--- src/rtl/sram_master.sv ---
// Load/store initiator for an asynchronous cs/oe/we SRAM: big-endian sub-word loads and
// read-modify-write sub-word stores. Define SRAM_MASTER_ALIGN_TRAP_EN to trap misaligned requests.
module sram_master #(
  parameter int unsigned WAIT_CYCLES = 1,
  parameter int unsigned ADDR_W      = 32
) (
  input  logic              clk,
  input  logic              rst,
  input  logic              req_valid,
  output logic              req_ready,
  input  logic              req_we,
  input  logic [1:0]        req_size,
  input  logic              req_signed,
  input  logic [ADDR_W-1:0] req_addr,
  input  logic [31:0]       req_wdata,
  output logic              rsp_valid,
  output logic [31:0]       rsp_rdata,
  output logic              rsp_err,
  output logic              sram_cs,
  output logic              sram_oe,
  output logic              sram_we,
  output logic [ADDR_W-1:0] sram_addr,
  output logic [31:0]       sram_din,
  input  logic [31:0]       sram_dout
);

  typedef enum logic [1:0] {IDLE, RD, WR, RESP} state_e;

  localparam logic [3:0] LAST_CNT = 4'(WAIT_CYCLES - 1);

  state_e            state_q, state_d;
  logic [3:0]        cnt_q, cnt_d;
  logic              we_q, we_d;
  logic [1:0]        size_q, size_d;
  logic              signed_q, signed_d;
  logic [1:0]        lane_q, lane_d;
  logic [15:0]       wdata_q, wdata_d;
  logic              sram_cs_q, sram_cs_d;
  logic              sram_oe_q, sram_oe_d;
  logic              sram_we_q, sram_we_d;
  logic [ADDR_W-1:0] sram_addr_q, sram_addr_d;
  logic [31:0]       sram_din_q, sram_din_d;
  logic              req_ready_q, req_ready_d;
  logic              rsp_valid_q, rsp_valid_d;
  logic [31:0]       rsp_rdata_q, rsp_rdata_d;
  logic              accept;
  logic              last;
  logic              misaligned;

  // Big-endian lanes: byte offset 0 is the most significant byte of the word.
  function automatic logic [31:0] load_extract(input logic [31:0] word, input logic [1:0] size,
                                               input logic [1:0] lane, input logic sgn);
    logic [7:0]  b;
    logic [15:0] h;
    logic [31:0] r;
    b = word[{~lane, 3'b000} +: 8];
    h = word[{~lane[1], 4'b0000} +: 16];
    case (size)
      2'd0:    r = {{24{sgn & b[7]}}, b};
      2'd1:    r = {{16{sgn & h[15]}}, h};
      default: r = word;
    endcase
    return r;
  endfunction

  function automatic logic [31:0] rmw_merge(input logic [31:0] word, input logic [1:0] size,
                                            input logic [1:0] lane, input logic [15:0] wd);
    logic [31:0] m;
    m = word;
    if (size == 2'd0) m[{~lane, 3'b000} +: 8] = wd[7:0];
    else              m[{~lane[1], 4'b0000} +: 16] = wd;
    return m;
  endfunction

`ifdef SRAM_MASTER_ALIGN_TRAP_EN
  logic rsp_err_q, rsp_err_d;
  assign misaligned = ((req_size == 2'd1) && req_addr[0]) ||
                      (req_size[1] && (req_addr[1:0] != 2'b00));
`else
  assign misaligned = 1'b0;
`endif

  assign accept = req_valid && (state_q == IDLE);
  assign last   = (cnt_q == LAST_CNT);

  always_ff @(posedge clk or posedge rst) begin
    if (rst) begin
      state_q     <= IDLE;
      cnt_q       <= '0;
      we_q        <= 1'b0;
      size_q      <= '0;
      signed_q    <= 1'b0;
      lane_q      <= '0;
      wdata_q     <= '0;
      sram_cs_q   <= 1'b0;
      sram_oe_q   <= 1'b0;
      sram_we_q   <= 1'b0;
      sram_addr_q <= '0;
      sram_din_q  <= '0;
      req_ready_q <= 1'b1;
      rsp_valid_q <= 1'b0;
      rsp_rdata_q <= '0;
`ifdef SRAM_MASTER_ALIGN_TRAP_EN
      rsp_err_q   <= 1'b0;
`endif
    end else begin
      state_q     <= state_d;
      cnt_q       <= cnt_d;
      we_q        <= we_d;
      size_q      <= size_d;
      signed_q    <= signed_d;
      lane_q      <= lane_d;
      wdata_q     <= wdata_d;
      sram_cs_q   <= sram_cs_d;
      sram_oe_q   <= sram_oe_d;
      sram_we_q   <= sram_we_d;
      sram_addr_q <= sram_addr_d;
      sram_din_q  <= sram_din_d;
      req_ready_q <= req_ready_d;
      rsp_valid_q <= rsp_valid_d;
      rsp_rdata_q <= rsp_rdata_d;
`ifdef SRAM_MASTER_ALIGN_TRAP_EN
      rsp_err_q   <= rsp_err_d;
`endif
    end
  end

  // Next state, phase counter and request latch.
  always_comb begin
    state_d  = state_q;
    cnt_d    = cnt_q;
    we_d     = we_q;
    size_d   = size_q;
    signed_d = signed_q;
    lane_d   = lane_q;
    wdata_d  = wdata_q;
    case (state_q)
      IDLE: begin
        cnt_d = '0;
        if (accept) begin
          we_d     = req_we;
          size_d   = req_size;
          signed_d = req_signed;
          lane_d   = req_addr[1:0];
          wdata_d  = req_wdata[15:0];
          if (misaligned)                  state_d = RESP;
          else if (req_we && req_size[1])  state_d = WR;
          else                             state_d = RD;
        end
      end
      RD: begin
        if (last) begin
          cnt_d   = '0;
          state_d = we_q ? WR : RESP;
        end else begin
          cnt_d = cnt_q + 4'd1;
        end
      end
      WR: begin
        if (last) begin
          cnt_d   = '0;
          state_d = RESP;
        end else begin
          cnt_d = cnt_q + 4'd1;
        end
      end
      default: state_d = IDLE;
    endcase
  end

  // Registered outputs are decoded from the state being entered, so strobes change on the edge.
  always_comb begin
    sram_cs_d   = (state_d == RD) || (state_d == WR);
    sram_oe_d   = (state_d == RD);
    sram_we_d   = (state_d == WR);
    req_ready_d = (state_d == IDLE);
    rsp_valid_d = (state_d == RESP);
    sram_addr_d = '0;
    if (sram_cs_d)
      sram_addr_d = (state_q == IDLE) ? {req_addr[ADDR_W-1:2], 2'b00} : sram_addr_q;
    sram_din_d = '0;
    if (state_d == WR) begin
      if (state_q == IDLE)    sram_din_d = req_wdata;
      else if (state_q == RD) sram_din_d = rmw_merge(sram_dout, size_q, lane_q, wdata_q);
      else                    sram_din_d = sram_din_q;
    end
    rsp_rdata_d = '0;
    if ((state_q == RD) && (state_d == RESP))
      rsp_rdata_d = load_extract(sram_dout, size_q, lane_q, signed_q);
`ifdef SRAM_MASTER_ALIGN_TRAP_EN
    rsp_err_d = (state_q == IDLE) && (state_d == RESP);
`endif
  end

  assign req_ready = req_ready_q;
  assign rsp_valid = rsp_valid_q;
  assign rsp_rdata = rsp_rdata_q;
  assign sram_cs   = sram_cs_q;
  assign sram_oe   = sram_oe_q;
  assign sram_we   = sram_we_q;
  assign sram_addr = sram_addr_q;
  assign sram_din  = sram_din_q;
`ifdef SRAM_MASTER_ALIGN_TRAP_EN
  assign rsp_err   = rsp_err_q;
`else
  assign rsp_err   = 1'b0;
`endif

endmodule

--- config.mk ---
export PLATFORM = sky130hd
export DESIGN_NAME = sram_master
export DESIGN_NICKNAME = d
export VERILOG_FILES = /design/src/rtl/sram_master.sv
export SDC_FILE = /design/constraint.sdc
export NUM_CORES = 1
export LEC_CHECK = 0
export CORE_MARGIN = 2
export CORE_UTILIZATION = 45
export CTS_BUF_LIST = sky130_fd_sc_hd__clkbuf_8
export CTS_CLUSTER_SIZE = 30
export DETAILED_ROUTE_END_ITERATION = 10
export GPL_ROUTABILITY_DRIVEN = 0
export PLACE_DENSITY_LB_ADDON = 0.1
export SETUP_SLACK_MARGIN = 0.15
export SLEW_MARGIN = 10
export SYNTH_ARGS = -nofsm -noshare
export SYNTH_HDL_FRONTEND = slang
export SYNTH_SLANG_ARGS = --single-unit
--- constraint.sdc ---
create_clock -name clk -period 13.9 [get_ports clk]
set_input_delay 3.475 -clock clk [delete_from_list [all_inputs] [get_ports clk]]
set_output_delay 3.475 -clock clk [all_outputs]
set_load 0.01 [all_outputs]
==> results_dict.tcl, run 1 <==
set metrics [dict create \
    fin_ws_ns 7.56 \
    skew_ns 0.0116 \
    fp.dieW_um 129 \
    clkTransAtPathRegs_ns 0.07 \
    num-nets-final 927 \
    cts.sinks 127 \
    powerDensity_mw_per_mm2 219 \
    syn_area_mm2 0.00698 \
    path_cells "clkdlybuf4s50_1 -> and3_1 -> o21ai_0 -> a31oi_1 -> ha_1 -> nor3b_2 -> buf_4 -> nand2_1 -> o21ai_1" \
    ctsLongestPathBuffers 2 \
    grt_max_degree 77 \
    yosysMostFrequentCell "dfrtp_1" \
    port_buffers 201 \
    die-area_mm2 0.0165 \
    coreArea_mm2 0.0152 \
    cp-start-kind "input pin" \
    num_antenna_cells 0 \
    dpl.hpwl_mm 15.2 \
    clock_latency_ns 0.45 \
    synth_warnings 0 \
    yosys.area.top_type "dfrtp_1" \
    hold_violations 0 \
    synth_cell_type_count 58 \
    async_reset_ff_share_pct 100 \
    wirelength_mm 21.3 \
    vias_per_cell 5.92 \
    instances_no_fill 1010 \
    tightest_slew_ns 1.07 \
    hold_path_class "flop to flop" \
    finalMaxSlewViolations 0 \
    synth_seq_area_share_pct 45.5 \
    ir_drop_mv 0.120 \
    min_period_ns 6.34 \
    postCtsSetupBuffers 0 \
    cp.arrival_ns 6.69 \
    numCtsBuffers 17 \
    endpoint_kind "flop" \
    start_util_pct 45.9 \
    dp.cells 978 \
    synth_commonest_cells "dfrtp_1 (126), mux2_2 (60), nor2b_1 (44), nand2_1 (43), mux2i_1 (33)" \
    postRouteAntennaNets 0 \
    finalPower_mw 2.07 \
    first_iter_violations 480 \
    wl_per_cell_um 21.1 \
    first_pass_iters 5 \
    slowest_delay_ns 0.93 \
    synth_area_leaders "dfrtp_1 (45%), mux2_2 (9.7%), mux2i_1 (4.7%)" \
    vias 5982 \
    io_pins 205 \
    nFillCells 1255 \
    critPathSlowestCell "ha_1" \
    antenna_found_initial 0 \
    drc 0 \
    areaGrowthSynthToFinish_pct 35.4 \
    slew_headroom_pct 28.4 \
    cp_max_fo 28 \
    synth_edf_count 0 \
    fp.dieH_um 129 \
    ys_ff_latch 127 \
    h-tree-depth 4 \
    max_cap_viol_count 0 \
    rsz0062_at_grt "no" \
    place_ws_ns 7.16 \
    rows 45 \
    track_usage_pct 25.9 \
    cp_data_required_time_ns 14.26 \
    finalSetupViolCount 0 \
    grt.overflow.total 0 \
    yosys.area.top_type_share_pct 45.2 \
    holdBufCountCts 0 \
    final.setup.tns_ns 0 \
    status "finished clean" \
    leakage_nw 3.89 \
    drive_gt1_share_pct 15.1 \
    grt_pass1_vias 5969 \
    grt_pass1_wl_mm 32.9 \
    hold_ws_ns 0.484 \
    cts_tree "built" \
    cts-resized-gates 0 \
    synth_cells 639 \
    period_share_pct 45.6 \
    synth.avg_cell_area_um2 10.9 \
    synthFlopType "dfrtp_1" \
    cts-root-buf "clkbuf_8" \
    critical_path_class "input pin to flop" \
    fmax_mhz 158 \
]
## cells in the final DEF, fill, tap and decap left out, drive strengths merged, types with 2 or more instances in the layout
cell           synthesis  layout
o22ai                 14      14
o21ai                 29      29
dfrtp                126     126
buf                   30       6
clkinvlp               0       2
clkinv                 2       6
o32ai                 10      10
and3                   2       2
conb                   1       3
or3                    2       2
clkbuf                28      20
clkdlybuf4s50          0     201
a211oi                11      11
bufinv                 0       5
mux2i                 33      33
a21oi                 13      13
nand2b                 2       2
inv                   13      14
o211ai                17      17
or3b                   2       2
o221ai                23      23
mux2                  60      60
ha                    15      15
nand2                 43      43
and2                  24      24
nor2b                 44      44
nor3                  14      14
a221oi                32      32
nor3b                 12      12
nor4b                  3       3
nor2                  10      10
o21bai                 3       3
a31o                   2       2
## registers in the layout, indices dropped and copies added (netlist names)
register   flops
sram_addr     30
wdata_q       16
we_q           1
sram_din      32
sram_cs        1
state_q        2
req_ready      1
sram_we        1
signed_q       1
size_q         2
rsp_rdata     32
sram_oe        1
rsp_valid      1
cnt_q          4
lane_q         2
## worst paths after layout
check,cells after the start,end,start,slack (ns)
worst max-delay path,9,sram_din[26],req_valid,7.56
worst min-delay path,1,cnt_q[3],cnt_q[3],0.48
worst max register to register,9,sram_din[26],state_q[1],9.93
worst min register to register,1,cnt_q[3],cnt_q[3],0.48
max in group asynchronous,3,sram_din[19],rst,9.05
min in group asynchronous,2,sram_cs,rst,3.58
## report_power, final
group          internal [mW]  switching, mW
clock                  0.226          0.150
combinational          0.511          0.557
sequential             0.492          0.130
## cell type report
type	count	area, µm²	share of cell area, %
Multi-Input combinational cell	441	3460	36.6
Sequential cell	127	3180	33.6
Timing Repair Buffer	207	2060	21.8
Clock buffer	20	275	2.91
Tap cell	188	235	2.49
Clock inverter	12	189	2.00
Inverter	15	58.8	0.622
## logic make-up after synthesis
kind of cell | after synthesis | share of synthesized area, %
buffers and inverters | 73 | 5.14
other | 1 | 0.0537
adder cells (fa/ha/maj) | 15 | 2.69
multiplexers | 94 | 14.7
flip-flops | 127 | 45.5
AO/OA/AOI/OAI | 162 | 17.8
AND/OR/NAND/NOR | 167 | 14.1
## worst max-delay path: cells and delay by family
kind | cells | cell delay [ns]
fa+ha+maj | 1 | 0.93
compound gates | 3 | 0.56
buf+inv | 2 | 0.83
simple gates | 3 | 0.89
## through the flow
step                util, %  instance area, µm²
CTS                    62.2                9450
floorplan                 -                6990
global route           62.2                9450
detailed placement     59.1                8990
finish                 62.2                9450
global placement       59.1                8990
## layer usage
layer  vias to the layer above  global-route usage (%)  wire length [µm]
li1                       2706                       -                 -
met1                      2901                    33.1              8680
met2                       313                    40.6              9890
met3                        62                    7.15              1940
met4                         0                    13.3               823
met5                         -                       0                 0
(Power assumes the default switching activity.)
==> run 2: changes to the inputs <==
==> constraint.sdc (replaced) <==
create_clock -name clk -period 5.4 [get_ports clk]
set_input_delay 1.35 -clock clk [delete_from_list [all_inputs] [get_ports clk]]
set_output_delay 1.35 -clock clk [all_outputs]
set_load 0.01 [all_outputs]
==> results_dict.tcl, run 2 (same netlist as run 1, synthesis figures left out) <==
set metrics [dict create \
    status "finished clean" \
    grt_busiest_layer "met2" \
    antenna_found_initial 0 \
    cp.arrival_ns 4.09 \
    instances_no_fill 1011 \
    place_ws_ns 1.20 \
    cp_data_required_time_ns 5.75 \
    grt_pass1_vias 6143 \
    rsz0062_at_grt "no" \
    crit_buf_inv 1 \
    period_share_pct 69.3 \
    fp.dieW_um 129 \
    rows 45 \
    slew_headroom_pct 27.3 \
    final_core_util_pct 61.9 \
    critPathTopFamily "simple AND/OR/NAND/NOR gates" \
    critical_path_class "input pin to flop" \
    cts.sinks 127 \
    port_buffers 201 \
    first_iter_violations 375 \
    final_common_cell "clkdlybuf4s50_1" \
    fin_ws_ns 1.66 \
    areaGrowthSynthToFinish_pct 34.7 \
    skew_ns 0.00830 \
    io_pins 205 \
    finalMaxSlewViolations 0 \
    reg2regPathDepth 9 \
    holdBufCountCts 0 \
    drc 0 \
    use_met1_pct 33.7 \
    dp.cells 981 \
    drive_gt1_share_pct 15.1 \
    grt.met2_usage_pct 41.8 \
    cp_max_fo 17 \
    hold_violations 0 \
    cp-start-kind "input pin" \
    coreArea_mm2 0.0152 \
    wirelength_mm 21.5 \
    whs_path_depth 1 \
    min_period_ns 3.74 \
    finalSetupViolCount 0 \
    tightest_slew_ns 1.09 \
    vias_per_cell 5.95 \
    numCtsBuffers 17 \
    cts-resized-gates 0 \
    path_cells "clkdlybuf4s50_1 -> and3_1 -> o21ai_0 -> a31oi_1 -> ha_1 -> nand4b_4 -> or4_4 -> o211ai_1" \
    cts_tree "built" \
    grt_max_degree 77 \
    grt_pass1_wl_mm 33.5 \
    path_depth 8 \
    critPathSlowestCell "or4_4" \
    num-nets-final 930 \
    ir_drop_mv 0.284 \
    start_util_pct 45.9 \
    first_pass_iters 5 \
    fmax_mhz 267 \
    use_met3_pct 7.44 \
    powerDensity_mw_per_mm2 553 \
    hold_path_class "flop to flop" \
    h-tree-depth 4 \
    clkTransAtPathRegs_ns 0.07 \
    max_cap_viol_count 0 \
    finalPower_mw 5.20 \
    dpl.hpwl_mm 15.4 \
    vias 6020 \
    grt.overflow.total 0 \
    postRouteAntennaNets 0 \
    track_usage_pct 26.1 \
    postCtsSetupBuffers 0 \
    die-area_mm2 0.0165 \
    slowest_delay_ns 0.73 \
    num_antenna_cells 0 \
    endpoint_kind "flop" \
    fp.dieH_um 129 \
    ctsLongestPathBuffers 2 \
    final.setup.tns_ns 0 \
    layout_common_cells "clkdlybuf4s50_1 (201), dfrtp_1 (125), mux2_2 (60), nor2b_1 (44), nand2_1 (43)" \
    leakage_nw 3.89 \
    clock_latency_ns 0.44 \
    cts-root-buf "clkbuf_8" \
    wl_per_cell_um 21.3 \
]
==> run 2: cell count changes in the layout (fill, tap and decap cells not counted), sizes merged <==
cell      delta
buf          +3
bufinv       -3
clkbuf       +1
clkinv       +1
clkinvlp     -2
inv          +1
==> run 2: metrics by stage <==
step | hold slack [ns] | area (µm²)
6_report | 0.475 | 9410
5_1_grt | 0.496 | 9410
4_1_cts | 0.485 | 9410
3_5_place_dp | 0.476 | 9020
3_3_place_gp | 0.471 | 9020
2_1_floorplan | 0.452 | 6990
==> run 2: layer usage <==
metal	part of all wire, %	wire length, µm	vias up
li1	-	-	2717
met1	41	8870	2973
met2	47	10000	286
met3	8.9	1910	44
met4	3.2	684	0
met5	0	0	-
==> run 2: final timing paths <==
check,from,slack [ns],endpoint
max reg2reg,cnt_q[0],2.15,rsp_rdata[18]
min reg2reg,cnt_q[3],0.48,cnt_q[3]
min in group asynchronous,rst,1.46,sram_addr[26]
min,cnt_q[3],0.48,cnt_q[3]
max,req_valid,1.66,rsp_rdata[18]
max in group asynchronous,rst,3.13,rsp_rdata[25]
==> run 2: final cells by class <==
class	instances	area (µm²)
timing repair buffer	210	2090
clock inverter	9	92.6
tap	188	235
clock buffer	21	289
inverter	15	58.8
multi-input combinational	441	3460
sequential	127	3180
fill	1250	5800
==> run 2: power by group <==
| part | leakage (nW) | switching (mW) | internal [mW] |
|---|---|---|---|
| logic | 1.99 | 1.46 | 1.33 |
| registers | 1.69 | 0.334 | 1.27 |
| clock network | 0.209 | 0.365 | 0.447 |
| total | 3.89 | 2.16 | 3.04 |
==> run 3: changes to the inputs <==
==> constraint.sdc (replaced) <==
create_clock -name clk -period 3.1 [get_ports clk]
set_input_delay 0.775 -clock clk [delete_from_list [all_inputs] [get_ports clk]]
set_output_delay 0.775 -clock clk [all_outputs]
set_load 0.01 [all_outputs]
==> results_dict.tcl, run 3 (same netlist as run 1, synthesis figures left out) <==
set metrics [dict create \
    stdcell_area_mm2 0.00952 \
    first_iter_violations 385 \
    grt_pass1_vias 6001 \
    final_core_util_pct 62.6 \
    min_period_ns 2.76 \
    skew_ns 0.0127 \
    pwr-share-seq_pct 30.5 \
    status "finished clean" \
    placed_cell_area_mm2 0.00913 \
    combinationalPowerShare_pct 54.2 \
    swShare_pct 41.0 \
    slowest_delay_ns 0.64 \
    areaGrowthSynthToFinish_pct 36.4 \
    dpl.hpwl_mm 14.9 \
    coreArea_mm2 0.0152 \
    endpoint_kind "flop" \
    pwr-share-clk_pct 15.3 \
    r2r_slack_ns 0.37 \
    regToRegEndpoint "rsp_rdata[19]" \
    num-nets-final 941 \
    clock_latency_ns 0.45 \
    finalMaxSlewViolations 0 \
    grt.overflow.total 0 \
    drive_gt1_share_pct 16.3 \
    numCtsBuffers 17 \
    switchingPower_mw 3.73 \
    drc 0 \
    r2r-start "cnt_q[0]" \
    start_util_pct 45.9 \
    cts_tree "built" \
    fp.dieW_um 129 \
    wirelength_mm 20.7 \
    path_cells "clkdlybuf4s50_1 -> and3_1 -> o21ai_0 -> a31oi_1 -> ha_1 -> nand4b_4 -> or4_4 -> o211ai_1" \
    ir_drop_mv 0.593 \
    internal_power_mw 5.37 \
    layout_common_cells "clkdlybuf4s50_1 (201), dfrtp_1 (125), mux2_2 (60), nor2b_1 (44), nand2_1 (43)" \
    die-area_mm2 0.0165 \
    io_pins 205 \
    fmax_mhz 362 \
    min_to "sram_din[9]" \
    tightest_slew_ns 1.03 \
    period_share_pct 89.2 \
    slew_headroom_pct 31.4 \
    hold_path_class "flop to flop" \
    grt_max_degree 127 \
    vias 5973 \
    rows 45 \
    finalSetupViolCount 0 \
    track_usage_pct 25.4 \
    instances_no_fill 1024 \
    vias_per_cell 5.83 \
    rsz0062_at_grt "no" \
    postRouteAntennaNets 0 \
    grt_pass1_wl_mm 32.5 \
    clkTransAtPathRegs_ns 0.07 \
    hold_ws_ns 0.493 \
    leakage_nw 3.95 \
    multi_input_area_mm2 0.00347 \
    ctsLongestPathBuffers 2 \
    port_buffers 201 \
    critPathSlowestCell "or4_4" \
    cp-start-kind "input pin" \
    cp.arrival_ns 3.13 \
    first_pass_iters 5 \
    regArea_mm2 0.00318 \
    wl_per_cell_um 20.2 \
    cp_data_required_time_ns 3.46 \
    antenna_found_initial 0 \
    num_antenna_cells 0 \
    cts.sinks 127 \
    hp-start "sram_din[9]" \
    fp.dieH_um 129 \
    hold_violations 0 \
    cts-root-buf "clkbuf_8" \
    h-tree-depth 4 \
    reg2regPathDepth 9 \
    cp_max_fo 16 \
    dp.cells 992 \
    max_cap_viol_count 0 \
    final_common_cell "clkdlybuf4s50_1" \
    critical_path_class "input pin to flop" \
    powerDensity_mw_per_mm2 955 \
    whs_path_depth 2 \
    nFillCells 1248 \
]
## run 3: critical path: cells and delay by family
| family | cells | cell delay, ns |
|---|---|---|
| buffers and inverters | 1 | 0.48 |
| AND/OR/NAND/NOR | 3 | 0.99 |
| adder cells (fa/ha/maj) | 1 | 0.35 |
| AO/OA/AOI/OAI | 3 | 0.53 |
## run 3: how the worst max path moves through the flow
stage	from	endpoint	cells after the start
floorplan	state_q[0]	rsp_rdata[21]	13
global placement	req_size[1]	rsp_rdata[31]	8
detailed placement	req_we	rsp_rdata[19]	8
CTS	cnt_q[1]	rsp_rdata[19]	9
global route	cnt_q[0]	rsp_rdata[17]	9
finish	req_we	rsp_rdata[19]	8
## run 3: repair_timing
item / in CTS / in global routing
gates resized for setup: 1 / 0
setup buffers: 0 / 0
setup endpoints to repair: 2 / 0
hold buffers: 0 / 0
## run 3: layer usage
metal	up-vias	GRT usage [%]	share of wire [%]
met3	34	7.82	9.5
met4	0	10.3	2.5
met5	-	0	0
li1	2734	-	-
met1	2919	32.4	41
met2	286	40.6	47
## run 3: area by class of cell
type / count / share of cell area (%)
Timing Repair Buffer: 221 / 23.0
Multi-Input combinational cell: 441 / 36.5
Clock inverter: 12 / 1.13
Inverter: 15 / 0.631
Clock buffer: 20 / 2.89
Sequential cell: 127 / 33.4
Tap cell: 188 / 2.47
## run 3: power by group through the flow
stage          Clock, mW  Sequential, mW  Combinational (mW)
2_1_floorplan          0            2.70                3.17
3_3_place_gp           0            2.78                4.80
3_5_place_dp           0            2.78                4.92
4_1_cts             1.42            2.76                4.93
5_1_grt             1.50            2.84                5.34
6_report            1.40            2.77                4.93
## run 3: per-stage QoR
stage	setup slack (ns)	setup TNS, ns	total power, mW
5_1_grt	0.169	0	9.68
3_5_place_dp	-0.0897	-0.990	7.70
4_1_cts	0.367	0	9.12
3_3_place_gp	-0.00231	-0.00576	7.58
2_1_floorplan	0.199	0	5.87
6_report	0.335	0	9.09
